===== src/rtl/freq_counter_pkg.sv =====
// Shared definitions for the frequency counter: ASCII codes and the
// 3-bit state encoding used by the count reporter FSM.
package freq_counter_pkg;

    localparam logic [7:0] ASCII_ZERO = 8'h30;
    localparam logic [7:0] ASCII_CR   = 8'h0D;
    localparam logic [7:0] ASCII_LF   = 8'h0A;

    typedef enum logic [2:0] {
        ST_IDLE      = 3'd0,
        ST_CONVERT   = 3'd1,
        ST_LOAD      = 3'd2,
        ST_STROBE    = 3'd3,
        ST_WAIT_DONE = 3'd4,
        ST_NEXT      = 3'd5
    } rep_state_e;

endpackage


===== src/rtl/uart_count_reporter_bin2bcd.sv =====
// Sequential double-dabble: one binary bit per cycle, COUNT_WIDTH cycles after
// start, then a one-cycle done pulse with the BCD result held on bcd.
module bin2bcd_seq #(
    parameter int COUNT_WIDTH = 32,
    parameter int NUM_DIGITS  = 10
) (
    input  logic                      i_Clock,
    input  logic                      i_Rst_L,
    input  logic                      start,
    input  logic [COUNT_WIDTH-1:0]    bin,
    output logic                      done,
    output logic [4*NUM_DIGITS-1:0]   bcd
);
    localparam int CNT_W = $clog2(COUNT_WIDTH + 1);

    logic [COUNT_WIDTH-1:0]  shift_q, shift_d;
    logic [4*NUM_DIGITS-1:0] bcd_q, bcd_d, bcd_adj;
    logic [CNT_W-1:0]        cnt_q, cnt_d;
    logic                    done_q, done_d;

    // Digits only ever hold 0..9 here, so +3 on 5..9 stays within 4 bits.
    genvar gi;
    generate
        for (gi = 0; gi < NUM_DIGITS; gi++) begin : g_adj
            assign bcd_adj[gi*4 +: 4] = (bcd_q[gi*4 +: 4] >= 4'd5) ?
                                        bcd_q[gi*4 +: 4] + 4'd3 : bcd_q[gi*4 +: 4];
        end
    endgenerate

    always_comb begin
        shift_d = shift_q;
        bcd_d   = bcd_q;
        cnt_d   = cnt_q;
        done_d  = 1'b0;
        if (start) begin
            shift_d = bin;
            bcd_d   = '0;
            cnt_d   = CNT_W'(COUNT_WIDTH);
        end else if (cnt_q != '0) begin
            bcd_d   = {bcd_adj[4*NUM_DIGITS-2:0], shift_q[COUNT_WIDTH-1]};
            shift_d = {shift_q[COUNT_WIDTH-2:0], 1'b0};
            cnt_d   = cnt_q - 1'b1;
            done_d  = (cnt_q == CNT_W'(1));
        end
    end

    always_ff @(posedge i_Clock or negedge i_Rst_L) begin
        if (!i_Rst_L) begin
            shift_q <= '0;
            bcd_q   <= '0;
            cnt_q   <= '0;
            done_q  <= 1'b0;
        end else begin
            shift_q <= shift_d;
            bcd_q   <= bcd_d;
            cnt_q   <= cnt_d;
            done_q  <= done_d;
        end
    end

    assign done = done_q;
    assign bcd  = bcd_q;

endmodule


===== src/rtl/uart_count_reporter.sv =====
// Converts a binary count to decimal ASCII and streams it, followed by CR LF,
// into the UART TX byte handshake. Counts arriving mid-report are dropped.
module uart_count_reporter
    import freq_counter_pkg::*;
#(
    parameter int COUNT_WIDTH    = 32,
    parameter int NUM_DIGITS     = 10,
    parameter int SUPPRESS_ZEROS = 1
) (
    input  logic                   i_Clock,
    input  logic                   i_Rst_L,
    input  logic                   i_Count_DV,
    input  logic [COUNT_WIDTH-1:0] i_Count,
    output logic                   o_Busy,
    output logic                   o_Drop,
    output logic                   o_TX_DV,
    output logic [7:0]             o_TX_Byte,
    input  logic                   i_TX_Active,
    input  logic                   i_TX_Done
);
    localparam int IDX_W = $clog2(NUM_DIGITS + 2);
    localparam logic [IDX_W-1:0] LAST_DIGIT = IDX_W'(NUM_DIGITS - 1);
    localparam logic [IDX_W-1:0] CR_IDX     = IDX_W'(NUM_DIGITS);
    localparam logic [IDX_W-1:0] LF_IDX     = IDX_W'(NUM_DIGITS + 1);

    rep_state_e              state_q, state_d;
    logic [4*NUM_DIGITS-1:0] digits_q, digits_d;
    logic [IDX_W-1:0]        idx_q, idx_d;
    logic                    seen_q, seen_d;
    logic [7:0]              byte_q, byte_d;

    logic                    conv_start, conv_done, skip;
    logic [4*NUM_DIGITS-1:0] conv_bcd;
    logic [3:0]              cur_digit;

    assign conv_start = (state_q == ST_IDLE) && i_Count_DV;

    bin2bcd_seq #(
        .COUNT_WIDTH (COUNT_WIDTH),
        .NUM_DIGITS  (NUM_DIGITS)
    ) u_bin2bcd (
        .i_Clock (i_Clock),
        .i_Rst_L (i_Rst_L),
        .start   (conv_start),
        .bin     (i_Count),
        .done    (conv_done),
        .bcd     (conv_bcd)
    );

    // digits_q is consumed most-significant nibble first by shifting left.
    assign cur_digit = digits_q[4*NUM_DIGITS-1 -: 4];
    assign skip = (SUPPRESS_ZEROS != 0) && (state_q == ST_LOAD) &&
                  (idx_q < LAST_DIGIT) && (cur_digit == 4'd0) && !seen_q;

    always_ff @(posedge i_Clock or negedge i_Rst_L) begin
        if (!i_Rst_L) state_q <= ST_IDLE;
        else          state_q <= state_d;
    end

    always_comb begin
        state_d = state_q;
        case (state_q)
            ST_IDLE:      if (i_Count_DV) state_d = ST_CONVERT;
            ST_CONVERT:   if (conv_done) state_d = ST_LOAD;
            ST_LOAD:      if (!skip) state_d = ST_STROBE;
            ST_STROBE:    if (!i_TX_Active) state_d = ST_WAIT_DONE;
            ST_WAIT_DONE: if (i_TX_Done) state_d = (idx_q == LF_IDX) ? ST_IDLE : ST_NEXT;
            ST_NEXT:      state_d = ST_LOAD;
            default:      state_d = ST_IDLE;
        endcase
    end

    always_comb begin
        digits_d = digits_q;
        idx_d    = idx_q;
        seen_d   = seen_q;
        byte_d   = byte_q;
        case (state_q)
            ST_CONVERT: if (conv_done) begin
                digits_d = conv_bcd;
                idx_d    = '0;
                seen_d   = 1'b0;
            end
            ST_LOAD: if (skip) begin
                digits_d = digits_q << 4;
                idx_d    = idx_q + 1'b1;
            end else begin
                seen_d = 1'b1;
                if (idx_q < CR_IDX)       byte_d = ASCII_ZERO + {4'h0, cur_digit};
                else if (idx_q == CR_IDX) byte_d = ASCII_CR;
                else                      byte_d = ASCII_LF;
            end
            ST_NEXT: begin
                if (idx_q < CR_IDX) digits_d = digits_q << 4;
                idx_d = idx_q + 1'b1;
            end
            default: ;
        endcase
    end

    always_ff @(posedge i_Clock or negedge i_Rst_L) begin
        if (!i_Rst_L) begin
            digits_q <= '0;
            idx_q    <= '0;
            seen_q   <= 1'b0;
            byte_q   <= 8'h00;
        end else begin
            digits_q <= digits_d;
            idx_q    <= idx_d;
            seen_q   <= seen_d;
            byte_q   <= byte_d;
        end
    end

    always_comb begin
        o_Busy    = (state_q != ST_IDLE);
        o_Drop    = (state_q != ST_IDLE) && i_Count_DV;
        o_TX_DV   = (state_q == ST_STROBE) && !i_TX_Active;
        o_TX_Byte = byte_q;
    end

endmodule


===== config.mk =====
export PLATFORM = sky130hd
export DESIGN_NAME = uart_count_reporter
export DESIGN_NICKNAME = d
export VERILOG_FILES = /design/src/rtl/freq_counter_pkg.sv /design/src/rtl/uart_count_reporter_bin2bcd.sv /design/src/rtl/uart_count_reporter.sv
export SDC_FILE = /design/constraint.sdc
export NUM_CORES = 1
export LEC_CHECK = 0
export ABC_AREA = 1
export ABC_CLOCK_PERIOD_IN_PS = 2500
export BUFFER_PORTS_ARGS = -buffer_cell sky130_fd_sc_hd__buf_2
export CAP_MARGIN = 20
export CELL_PAD_IN_SITES_DETAIL_PLACEMENT = 1
export CELL_PAD_IN_SITES_GLOBAL_PLACEMENT = 2
export CORE_MARGIN = 2
export CORE_UTILIZATION = 39
export DETAILED_ROUTE_END_ITERATION = 10
export GPL_TIMING_DRIVEN = 0
export PLACE_DENSITY_LB_ADDON = 0.1
export SYNTH_ARGS = -nofsm -noshare
export SYNTH_HDL_FRONTEND = slang
export SYNTH_SLANG_ARGS = --single-unit

===== constraint.sdc =====
create_clock -name i_Clock -period 2.5 [get_ports i_Clock]
set_input_delay 0.25 -clock i_Clock [delete_from_list [all_inputs] [get_ports i_Clock]]
set_output_delay 0.25 -clock i_Clock [all_outputs]
set_load 0.1 [all_outputs]

* Word level (Yosys, flattened, before mapping)
Cells that the tools add are included. W data, S select, Z words.
Cells by class: $add $sub $neg 13, mux-type cells 37, reductions and logical operators 20, equal/unequal tests 15, order comparisons 12, bitwise logic cells 1
Operators by type and width (count):
- $mux W40 | 5
- $pmux W40 S3 | 1
- $mux W32 | 2
- $mux W4 | 11
- $ge A4 B3 Y1 const B | 10
- $add A4 B2 Y4 const B | 9
- $mux W3 | 8
- $pmux W3 S6 | 1
- $mux W6 | 2
- $ne A2 B2 Y1 const B | 6
- $pmux W4 S3 | 1
- $eq A4 B4 Y1 const B | 2
- $lt A4 B4 Y1 const B | 2
- $add A6 B4 Y7 const A | 1
- $mux W7 | 1
- $eq A3 B2 Y1 const B | 2
- $eq A3 B3 Y1 const B | 2
- $eq A6 B1 Y1 const B | 1
- $logic_and A1 B1 Y1 | 6
- $reduce_and A3 Y1 | 2
- $reduce_bool A3 Y1 | 2
- $reduce_bool A6 Y1 | 1
- $sub A6 B1 Y6 const B | 1
- $reduce_and A5 Y1 | 1
- 13 further kinds | 18
Storage, ports and cells: bits in registers 135, word-level logic and storage cells 107

* Longest topological paths before layout
Gate-level depths: netlist of run 1.
depth after elaboration 6, depth in mapped cells 10

* Modules after synthesis
A second synthesis of run 1 with hierarchy kept.
Second synthesis, totals: cells, all modules 1001, area, all modules 7342.0 sq um
Modules (own cells, without submodules):
- bin2bcd_seq | instances 1, sequential area each 1976.9 sq um, cells each 570, area an instance 4305.4 sq um
- uart_count_reporter | instances 1, sequential area each 1326.3 sq um, cells each 431, area an instance 3036.7 sq um

* Worst setup path after synthesis of run 1
No wires, ideal clock.
path type register to output, start point register state_q[2], end point output port o_Drop, arrival 2068 ps, path slack 182 ps, cell stages (with the launch flop) 4, cells stage by stage dfrtp_1 > buf_2 > inv_1 > a21oi_1
Between the ends: word-level cells in the longest chain between the ends 2
Ends and longest elaborated chain:
- from (decl) | RTL line uart_count_reporter.sv:26 | rep_state_e state_q, state_d;
- from (signal assigned) | RTL line uart_count_reporter.sv:57 | else state_q <= state_d;
- $reduce_bool A3 Y1 | RTL line uart_count_reporter.sv:117 | o_Drop = (state_q != ST_IDLE) && i_Count_DV;
- $logic_and A1 B1 Y1 | RTL line uart_count_reporter.sv:117
- to (decl) | RTL line uart_count_reporter.sv:15 | output logic o_Drop,
No other way between the ends.

* Worst setup path after layout of run 1
start point register state_q[2], end point output port o_TX_DV
Between the ends: word-level cells in the longest chain between the ends 2
Ends and longest elaborated chain:
- $eq A3 B2 Y1 | RTL line uart_count_reporter.sv:118 | o_TX_DV = (state_q == ST_STROBE) && !i_TX_Active;
- $logic_and A1 B1 Y1 | RTL line uart_count_reporter.sv:118
- to (decl) | RTL line uart_count_reporter.sv:16 | output logic o_TX_DV,
No other way between the ends.

==> results of run 1 <==
-- path summary, 6_finish.rpt --
path / start / end / slack [ps]
min reg2reg: digits_q[15] / digits_q[15] / 470
max reg2reg: state_q[2] / u_bin2bcd.bcd[3] / 550
max: state_q[2] / o_TX_DV / 390
min in group asynchronous: i_Rst_L / idx_q[0] / 380
max in group asynchronous: i_Rst_L / u_bin2bcd.bcd[4] / 1340
min: i_Count[23] / u_bin2bcd.shift_q[23] / 40
-- what timing repair did --
item / 4_1_cts / 5_1_grt
endpoints found under the hold margin: 60 / 0
hold buffers: 1 / 0
buffers inserted: 0 / 0
-- kinds of logic (layout without fill, tap and decap cells) --
group | count (synthesis) | in the layout | synth area share
flops | 132 | 132 | 0.462
fa+ha+maj | 26 | 26 | 0.0455
buf+inv | 129 | 207 | 0.0770
xor+xnor | 8 | 8 | 0.00980
simple gates | 539 | 539 | 0.329
other cells | 1 | 2 | 0.000524
compound gates | 98 | 98 | 0.0761
-- cell type report --
class / count / area (sq um) / share of cell area
well taps: 229 / 287 / 0.0344
plain buffers: 50 / 254 / 0.0305
flip-flops and latches: 132 / 3300 / 0.397
inverters: 79 / 297 / 0.0356
clock inverters: 10 / 156 / 0.0188
repair buffers: 47 / 269 / 0.0323
multi-input cells: 673 / 3300 / 0.397
clock buffers: 21 / 450 / 0.0542
-- critical path: stages (launching register included) --
cell,delay (ps)
dfrtp_1,360
buf_2,160
inv_1,200
nand3_1,160
nor2_1,120
buf_2,430
-- per-layer routing --
| layer | GRT usage | share of wire | routed length (um) | up-vias |
|---|---|---|---|---|
| met5 | 0 | 0 | 0 | - |
| met2 | 0.351 | 0.47 | 9090 | 72 |
| met3 | 0.0372 | 0.026 | 507 | 16 |
| met4 | 0.0654 | 0.014 | 277 | 0 |
| met1 | 0.294 | 0.49 | 9600 | 3067 |
| li1 | - | - | - | 3171 |
-- cells in the final DEF (no fill, tap or decap), types with 17 or more instances in the layout --
| master | n |
|---|---|
| clkbuf_1 | 18 |
| buf_2 | 69 |
| ha_1 | 26 |
| dfrtp_1 | 132 |
| nand4_1 | 49 |
| nor2_1 | 33 |
| nand3_1 | 98 |
| o21ai_0 | 58 |
| nand2_1 | 341 |
| inv_1 | 75 |
| clkbuf_16 | 17 |
-- flip-flops by register name, summed over array words and instances, names as in the netlist --
name,count
digits_q,40
u_bin2bcd.bcd,40
u_bin2bcd.shift_q,32
u_bin2bcd.cnt_q,6
o_TX_Byte,5
idx_q,4
state_q,3
seen_q,1
u_bin2bcd.done,1
-- power groups by stage --
stage               Combinational, uW  Sequential [uW]  Clock, uW
floorplan                        4530             3850          0
global placement                 6070             3860          0
detailed placement               6210             3880          0
CTS                              6260             3860       2700
global route                     7130             3980       2800
finish                           6160             3850       2650
-- stage by stage --
stage	hold slack [ps]	cell area, sq um	total power [uW]	cells
5_1_grt	31.2	8320	13900	1241
3_3_place_gp	455	7670	9930	1208
6_report	35.1	8320	12700	1241
2_1_floorplan	-45.6	7160	8380	934
3_5_place_dp	283	7700	10100	1209
4_1_cts	25.5	8320	12800	1241
==> impl_metrics.csv, run 1 <==
group,metric,value,unit
clock_network,cts_tree,"built",
cells_and_area,syn_to_final_growth,16.3,%
drt,wl_per_cell,15.7,um
clock_network,clkTransAtPathRegs,60,ps
pwr,power_frac_seq,0.304,
drt,drt-total-wl,19.5,mm
logic_synthesis,synth_most_common_cell,"nand2_1",
pwr,leakagePower,0.00428,uW
grt,grt_pass1_vias,6592,
logic_synthesis,syn_area,7150,sq um
cells_and_area,final_util,0.463,
timing,clock.fmax,0.474,GHz
placed_design,numPortBuffers,45,
timing,fin_crit_sh,0.843,
logic_synthesis,ys_seq_elements,132,
cells_and_area,fin_nets,1063,
clock_network,clock_latency,430,ps
logic_synthesis,yosysTopAreaCell,"dfrtp_1",
grt,grt_max_degree,73,
pwr,switching_share,0.459,
timing,worst_slack,392,ps
logic_synthesis,synth_top_area_frac,0.462,
timing,hold_viol_final,0,
timing,rsz0062_at_grt,"no",
timing,finClkSkew,9.13,ps
grt,grt_pass1_wl,33.6,mm
logic_synthesis,synth-main-ff-cell,"dfrtp_1",
min_path,whs_path_depth,3,
die,die_x,139,um
logic_synthesis,seq_area_frac_synth,0.462,
status,status,"completed",
job,cap_violations,0,
logic_synthesis,ys_async_sr_fraction,1.00,
timing,tightest_slew,723,ps
placed_design,dp_hpwl,13.9,mm
placed_design,place_congestion,0.788,
setup_path,start_kind,"flop",
grt,grt_overflow,0,
pwr,p_clk_frac,0.209,
die,coreArea,18000,sq um
die,dieArea,19400,sq um
logic_synthesis,synth_cell_type_count,29,
drt,postRouteAntennaNets,0,
setup_path,ff2ff_path_depth,8,
setup_path,worstPathArrival,1860,ps
clock_network,cts_resized,0,
min_path,hold_path.class,"primary input to flop",
pwr,combPwrFrac,0.487,
logic_synthesis,syn-instance-count,933,
setup_path,cp_max_fo,7,
pwr,powerDensity,1520,nW/um^2
drt,drcViolationCount,0,
clock_network,cts_max_level,4,
die,die_y,139,um
die,rows,49,
clock_network,cts_num_sinks,132,
clock_network,cts_root_buf,"clkbuf_16",
timing,tns,0,ps
logic_synthesis,synth_edf_count,0,
timing,setup-violations-final,0,
timing,finalMaxSlewViolations,0,
drt,vias,6326,
setup_path,end_kind,"primary output",
cells_and_area,num_antenna_cells,0,
grt,antenna_found_initial,0,
logic_synthesis,yosys-top-cells-area,"dfrtp_1 (46%), nand2_1 (18%), nand3_1 (6.9%)",
timing,fin_crit,2110,ps
clock_network,clk_path_buf_depth,2,
drt,viasPerCell,5.10,
die,start_util,0.398,
clock_network,cts_made_buffers,17,
pwr,p_switching,5820,uW
logic_synthesis,synth_commonest_cells,"nand2_1 (341), dfrtp_1 (132), nand3_1 (98)",
drt,first_iter_violations,266,
cells_and_area,drive_gt1_frac,0.128,
pwr,p_int,6850,uW
timing,slew_headroom,0.518,
setup_path,crit_type,"flop to primary output",
placed_design,dpl_worst_slack,516,ps
grt,grt.total_usage,0.215,
logic_synthesis,yosys_warnings,0,
cells_and_area,final.fill_count,2226,
pwr,worst_ir_drop_vdd,0.979,mV
drt,drt_pass1_iterations,4,
logic_synthesis,avgSynthCellArea,7.67,sq um
setup_path,critPathRequiredTime,2250,ps
die,io_pins,48,
No activity file was read; power rests on OpenSTA's default activity.
==> inputs of run 2 (changes only) <==
ABC_CLOCK_PERIOD_IN_PS = 2100   (was 2500)
CORE_UTILIZATION = 36   (was 39)
clock period = 2.1 ns   (was 2.5 ns; I/O delays follow)
==> impl_metrics.csv, run 2 (synthesized netlist as in run 1, its figures left out) <==
group,metric,value,unit
cells_and_area,syn_to_final_growth,18.9,%
cells_and_area,final_common_cell,"nand2_1",
drt,drt_pass1_iterations,4,
timing,whs,4.93,ps
setup_path,crit_type,"flop to primary output",
pwr,powerDensity,1740,nW/um^2
setup_path,start_kind,"flop",
clock_network,clock_latency,430,ps
pwr,combPwrFrac,0.496,
cells_and_area,fin_nets,1080,
clock_network,postCtsSetupRepairBufs,0,
drt,postRouteAntennaNets,0,
timing,finalMaxSlewViolations,0,
grt,grt_pass1_wl,33.6,mm
drt,drt-total-wl,19.7,mm
clock_network,cts_root_buf,"clkbuf_16",
cells_and_area,final_util,0.437,
die,coreArea,19500,sq um
pwr,switching_share,0.473,
pwr,p_int,7810,uW
grt,grt_overflow,0,
grt,grt_max_degree,68,
placed_design,place_congestion,0.797,
placed_design,numPortBuffers,45,
cells_and_area,final_cell_mix,"nand2_1 (341), dfrtp_1 (132), nand3_1 (98), inv_1 (74), buf_2 (68)",
pwr,p_switching,7020,uW
die,dieArea,21000,sq um
drt,drcViolationCount,0,
timing,fin_crit,1960,ps
clock_network,cts_tree,"built",
timing,tns,0,ps
timing,slew_headroom,0.558,
grt,antenna_found_initial,0,
die,die_y,145,um
drt,viasPerCell,4.93,
drt,vias,6384,
pwr,leakagePower,0.00433,uW
setup_path,critPathRequiredTime,1890,ps
grt,grt.total_usage,0.197,
die,die_x,145,um
drt,first_iter_violations,355,
die,rows,51,
die,start_util,0.367,
timing,setup-violations-final,0,
setup_path,end_kind,"primary output",
status,status,"completed",
clock_network,cts_made_buffers,17,
clock_network,clk_path_buf_depth,2,
die,io_pins,48,
timing,tightest_slew,662,ps
setup_path,cp_max_fo,7,
timing,fin_crit_sh,0.933,
cells_and_area,drive_gt1_frac,0.136,
pwr,p_clk_frac,0.195,
placed_design,dp_hpwl,14.3,mm
timing,rsz0062_at_grt,"yes",
pwr,worst_ir_drop_vdd,0.577,mV
timing,clock.fmax,0.510,GHz
clock_network,cts_num_sinks,132,
clock_network,cts_max_level,4,
grt,grt_pass1_vias,6518,
pwr,power_frac_seq,0.309,
job,cap_violations,0,
min_path,hold_path.class,"primary input to flop",
cells_and_area,num_antenna_cells,0,
setup_path,worstPathArrival,1750,ps
clock_network,clkTransAtPathRegs,60,ps
timing,hold_viol_final,0,
drt,wl_per_cell,15.2,um
timing,finClkSkew,10.9,ps
## run 2: path summary, 6_finish.rpt
kind | slack, ps | endpoint | startpoint | cells after the start
worst min-delay path | 5 | u_bin2bcd.shift_q[0] | i_Count[0] | 3
min in group asynchronous | 370 | idx_q[0] | i_Rst_L | 2
worst min register to register | 470 | digits_q[34] | digits_q[34] | 2
max in group asynchronous | 940 | u_bin2bcd.bcd[24] | i_Rst_L | 3
worst max register to register | 210 | digits_q[26] | idx_q[1] | 7
worst max-delay path | 140 | o_Drop | state_q[2] | 4
## run 2: what timing repair did
| item | 4_1_cts | 5_1_grt |
|---|---|---|
| endpoints found under the setup margin | 1 | 15 |
| hold buffers | 18 | 0 |
| endpoints found under the hold margin | 82 | 0 |
| gates resized for setup | 1 | 7 |
## run 2: routing by layer
layer  track usage  share of wire
met3        0.0327          0.020
met2         0.323           0.47
met5             0              0
met4        0.0475         0.0088
met1         0.273           0.50
## run 2: stage by stage
stage / power, uW / setup WS, ps / cells / instance area [sq um]
after floorplan: 9980 / 286 / 934 / 7160
after global placement: 11900 / -1240 / 1244 / 7720
after detailed placement: 12000 / 50.9 / 1245 / 7750
after CTS: 15000 / 4.42 / 1295 / 8490
after global routing: 16300 / -15.1 / 1295 / 8500
final: 14800 / 140 / 1295 / 8500
## run 2: layout make-up
class,count,area (sq um)
Fill cell,2389,11000
Multi-Input combinational cell,673,3310
Clock buffer,17,425
Buffer,50,258
Sequential cell,132,3300
Timing Repair Buffer,64,442
Clock inverter,15,133
Tap cell,265,332
Inverter,79,300
## run 2: worst max-delay path, stage by stage (launching register included)
cell and delay [ps]:
dfrtp_1 330, buf_2 210, clkinvlp_4 200, a21oi_2 160, buf_2 430
## run 2: power by group through the flow
stage                     Sequential, uW  Clock, uW  Combinational [uW]
final                               4590       2890                7360
after global routing                4750       3050                8530
after CTS                           4590       2950                7490
after detailed placement            4620          0                7420
after global placement              4600          0                7290
after floorplan                     4580          0                5400
==> inputs of run 3 (changes only) <==
ABC_AREA = not set   (was 1)
CORE_UTILIZATION = 40   (was 36)
==> impl_metrics.csv, run 3 <==
group,metric,value,unit
cells_and_area,drive_gt1_frac,0.268,
die,dieArea,18700,sq um
setup_path,cp_max_fo,5,
clock_network,cts_num_sinks,132,
clock_network,cts_tree,"built",
cells_and_area,syn_to_final_growth,23.8,%
timing,clock.fmax,0.434,GHz
clock_network,cts_max_level,4,
timing,tns,-5150,ps
setup_path,reg2reg_from,"seen_q",
clock_network,cts_root_buf,"clkbuf_16",
pwr,p_clk_frac,0.211,
clock_network,cts_made_buffers,17,
drt,wl_per_cell,18.7,um
min_path,hold_end,"u_bin2bcd.shift_q[26]",
status,violations,"setup timing",
die,die_x,137,um
die,io_pins,48,
placed_design,dp_hpwl,13.1,mm
grt,grt_pass1_wl,31.5,mm
placed_design,numPortBuffers,45,
logic_synthesis,synth_cell_type_count,51,
clock_network,clkTransAtPathRegs,60,ps
timing,fin_crit_sh,1.10,
job,cap_violations,0,
logic_synthesis,avgSynthCellArea,10.3,sq um
die,coreArea,17300,sq um
setup_path,crit_slowest_cell,"or4_4",
setup_path,worstPathArrival,2600,ps
cells_and_area,num_antenna_cells,0,
drt,drcViolationCount,0,
logic_synthesis,synth_most_common_cell,"dfrtp_1",
die,die_y,137,um
logic_synthesis,synth-main-ff-cell,"dfrtp_1",
grt,antenna_found_initial,0,
drt,first_iter_violations,222,
drt,route.met2.wl,9.85,mm
setup_path,cp_slowest_stage_delay,540,ps
drt,wl_met1,8.83,mm
setup_path,crit_path_cell_trace,"or4_4 > a2111o_1 > a21boi_2 > buf_6 > buf_12 > buf_12 > mux2_4",
timing,worst_slack,-202,ps
drt,wl_met3,487,um
cells_and_area,final.fill_count,1914,
clock_network,clock_latency,420,ps
cells_and_area,multiInputGateArea,3490,sq um
grt,grt_overflow,0,
logic_synthesis,seq_area_frac_synth,0.468,
die,rows,48,
logic_synthesis,yosys-top-cells-area,"dfrtp_1 (47%), nand3_1 (8.8%), mux2_2 (8.1%)",
logic_synthesis,ys_async_sr_fraction,1.00,
timing,slew_headroom,0.509,
setup_path,critPathRequiredTime,2400,ps
timing,hold_viol_final,0,
logic_synthesis,synth_edf_count,0,
grt,grt_max_degree,85,
clock_network,clk_path_buf_depth,2,
pwr,worst_ir_drop_vdd,0.853,mV
logic_synthesis,synth_commonest_cells,"dfrtp_1 (132), nand3_1 (124), mux2_2 (51)",
min_path,whs_path_depth,3,
setup_path,end_kind,"flop",
setup_path,path_common_cell,"buf_12",
cells_and_area,regArea,3310,sq um
die,start_util,0.408,
placed_design,post_dp_cell_area,7610,sq um
timing,rsz0062_at_grt,"yes",
cells_and_area,fin_nets,862,
timing,whs,13.4,ps
cells_and_area,final_common_cell,"dfrtp_1",
timing,setup-violations-final,36,
logic_synthesis,syn-instance-count,686,
timing,finalMaxSlewViolations,0,
pwr,leakagePower,0.00394,uW
drt,drt_pass1_iterations,4,
drt,routed.top_layer,"met4",
setup_path,ff2ff_path_depth,7,
pwr,combPwrFrac,0.437,
grt,grt_pass1_vias,6126,
logic_synthesis,yosysTopAreaCell,"dfrtp_1",
pwr,switching_share,0.385,
pwr,powerDensity,1510,nW/um^2
setup_path,reg2reg_slack,-200,ps
min_path,min_from,"i_Count[26]",
setup_path,critPathTopFamily,"compound AO/OA/AOI/OAI gates",
drt,postRouteAntennaNets,0,
cells_and_area,final_cell_area,8740,sq um
logic_synthesis,ys_seq_elements,132,
logic_synthesis,synth_top_area_frac,0.468,
logic_synthesis,yosys_warnings,0,
setup_path,r2r-end,"digits_q[30]",
min_path,hold_path.class,"primary input to flop",
timing,fin_crit,2300,ps
logic_synthesis,syn_area,7060,sq um
drt,drt-total-wl,19.4,mm
setup_path,start_kind,"flop",
pwr,p_int,8120,uW
setup_path,path_buf_inv,3,
status,status,"finished with violations",
cells_and_area,stdcell_count,1034,
placed_design,dpl.cell_count,958,
drt,vias,5582,
cells_and_area,final_cell_mix,"dfrtp_1 (130), nand3_1 (124), buf_2 (50), o21ai_0 (46), mux2_2 (45)",
timing,finClkSkew,6.92,ps
pwr,p_switching,5070,uW
drt,viasPerCell,5.40,
timing,tightest_slew,729,ps
pwr,power_frac_seq,0.352,
setup_path,crit_type,"flop to flop",
placed_design,place_congestion,0.819,
grt,grt.total_usage,0.219,
pwr,power,13200,uW
## run 3: final cells by class
cell class	count	share of cell area
buffer	43	0.0315
clock buffer	24	0.0551
clock inverter	5	0.00602
inverter	30	0.0129
multi-input combinational	481	0.399
sequential	132	0.378
tap	225	0.0322
timing repair buffer	94	0.0845
## run 3: how the worst max path moves through the flow
stage | from | end | slack (ps) | depth (start not counted)
4_1_cts | state_q[0] | digits_q[14] | -220 | 8
5_1_grt | idx_q[0] | digits_q[32] | -250 | 9
3_3_place_gp | i_Rst_L | u_bin2bcd.shift_q[20] | -1120 | 1
2_1_floorplan | seen_q | digits_q[10] | -120 | 6
3_5_place_dp | u_bin2bcd.cnt_q[2] | u_bin2bcd.shift_q[31] | -540 | 6
6_report | seen_q | digits_q[30] | -200 | 7
## run 3: layer usage
metal  global-route usage  vias to the layer above
met4               0.0527                        0
li1                     -                     2641
met3               0.0452                       13
met2                0.385                       79
met5                    0                        -
met1                0.276                     2849
## run 3: through the flow
step                utilization  worst slack, ps
global placement          0.438            -1120
floorplan                     -             -117
detailed placement        0.440             -535
CTS                       0.504             -219
finish                    0.505             -202
global route              0.505             -247
## run 3: timing repair
action | 4_1_cts | 5_1_grt
setup buffers | 16 | 2
setup endpoints to repair | 122 | 120
resized for setup | 37 | 22
endpoints found under the hold margin | 77 | 0
hold buffers | 30 | 0
pin swaps | 5 | 6
cloned | 1 | 0
## run 3: power groups by stage
stage / clock, uW / sequential, uW / combinational, uW
floorplan: 0 / 4630 / 4000
global placement: 0 / 4590 / 5140
detailed placement: 0 / 4650 / 5420
CTS: 2850 / 4610 / 5810
global route: 2950 / 4800 / 6380
finish: 2780 / 4640 / 5760
## run 3: cell families (layout without fill, tap and decap cells)
family	count (synthesis)	count (layout)	synth area share
AND/OR/NAND/NOR	236	236	0.167
flip-flops	132	132	0.468
AO/OA/AOI/OAI	117	117	0.101
multiplexers	83	83	0.147
buffers and inverters	74	196	0.0495
adder cells (fa/ha/maj)	26	26	0.0461
XOR/XNOR	17	17	0.0211
other	1	2	0.000531
## run 3: worst min-delay path, cell delays in order
cell	delay, ps
buf_2	80
nand2_1	40
nand3_1	60
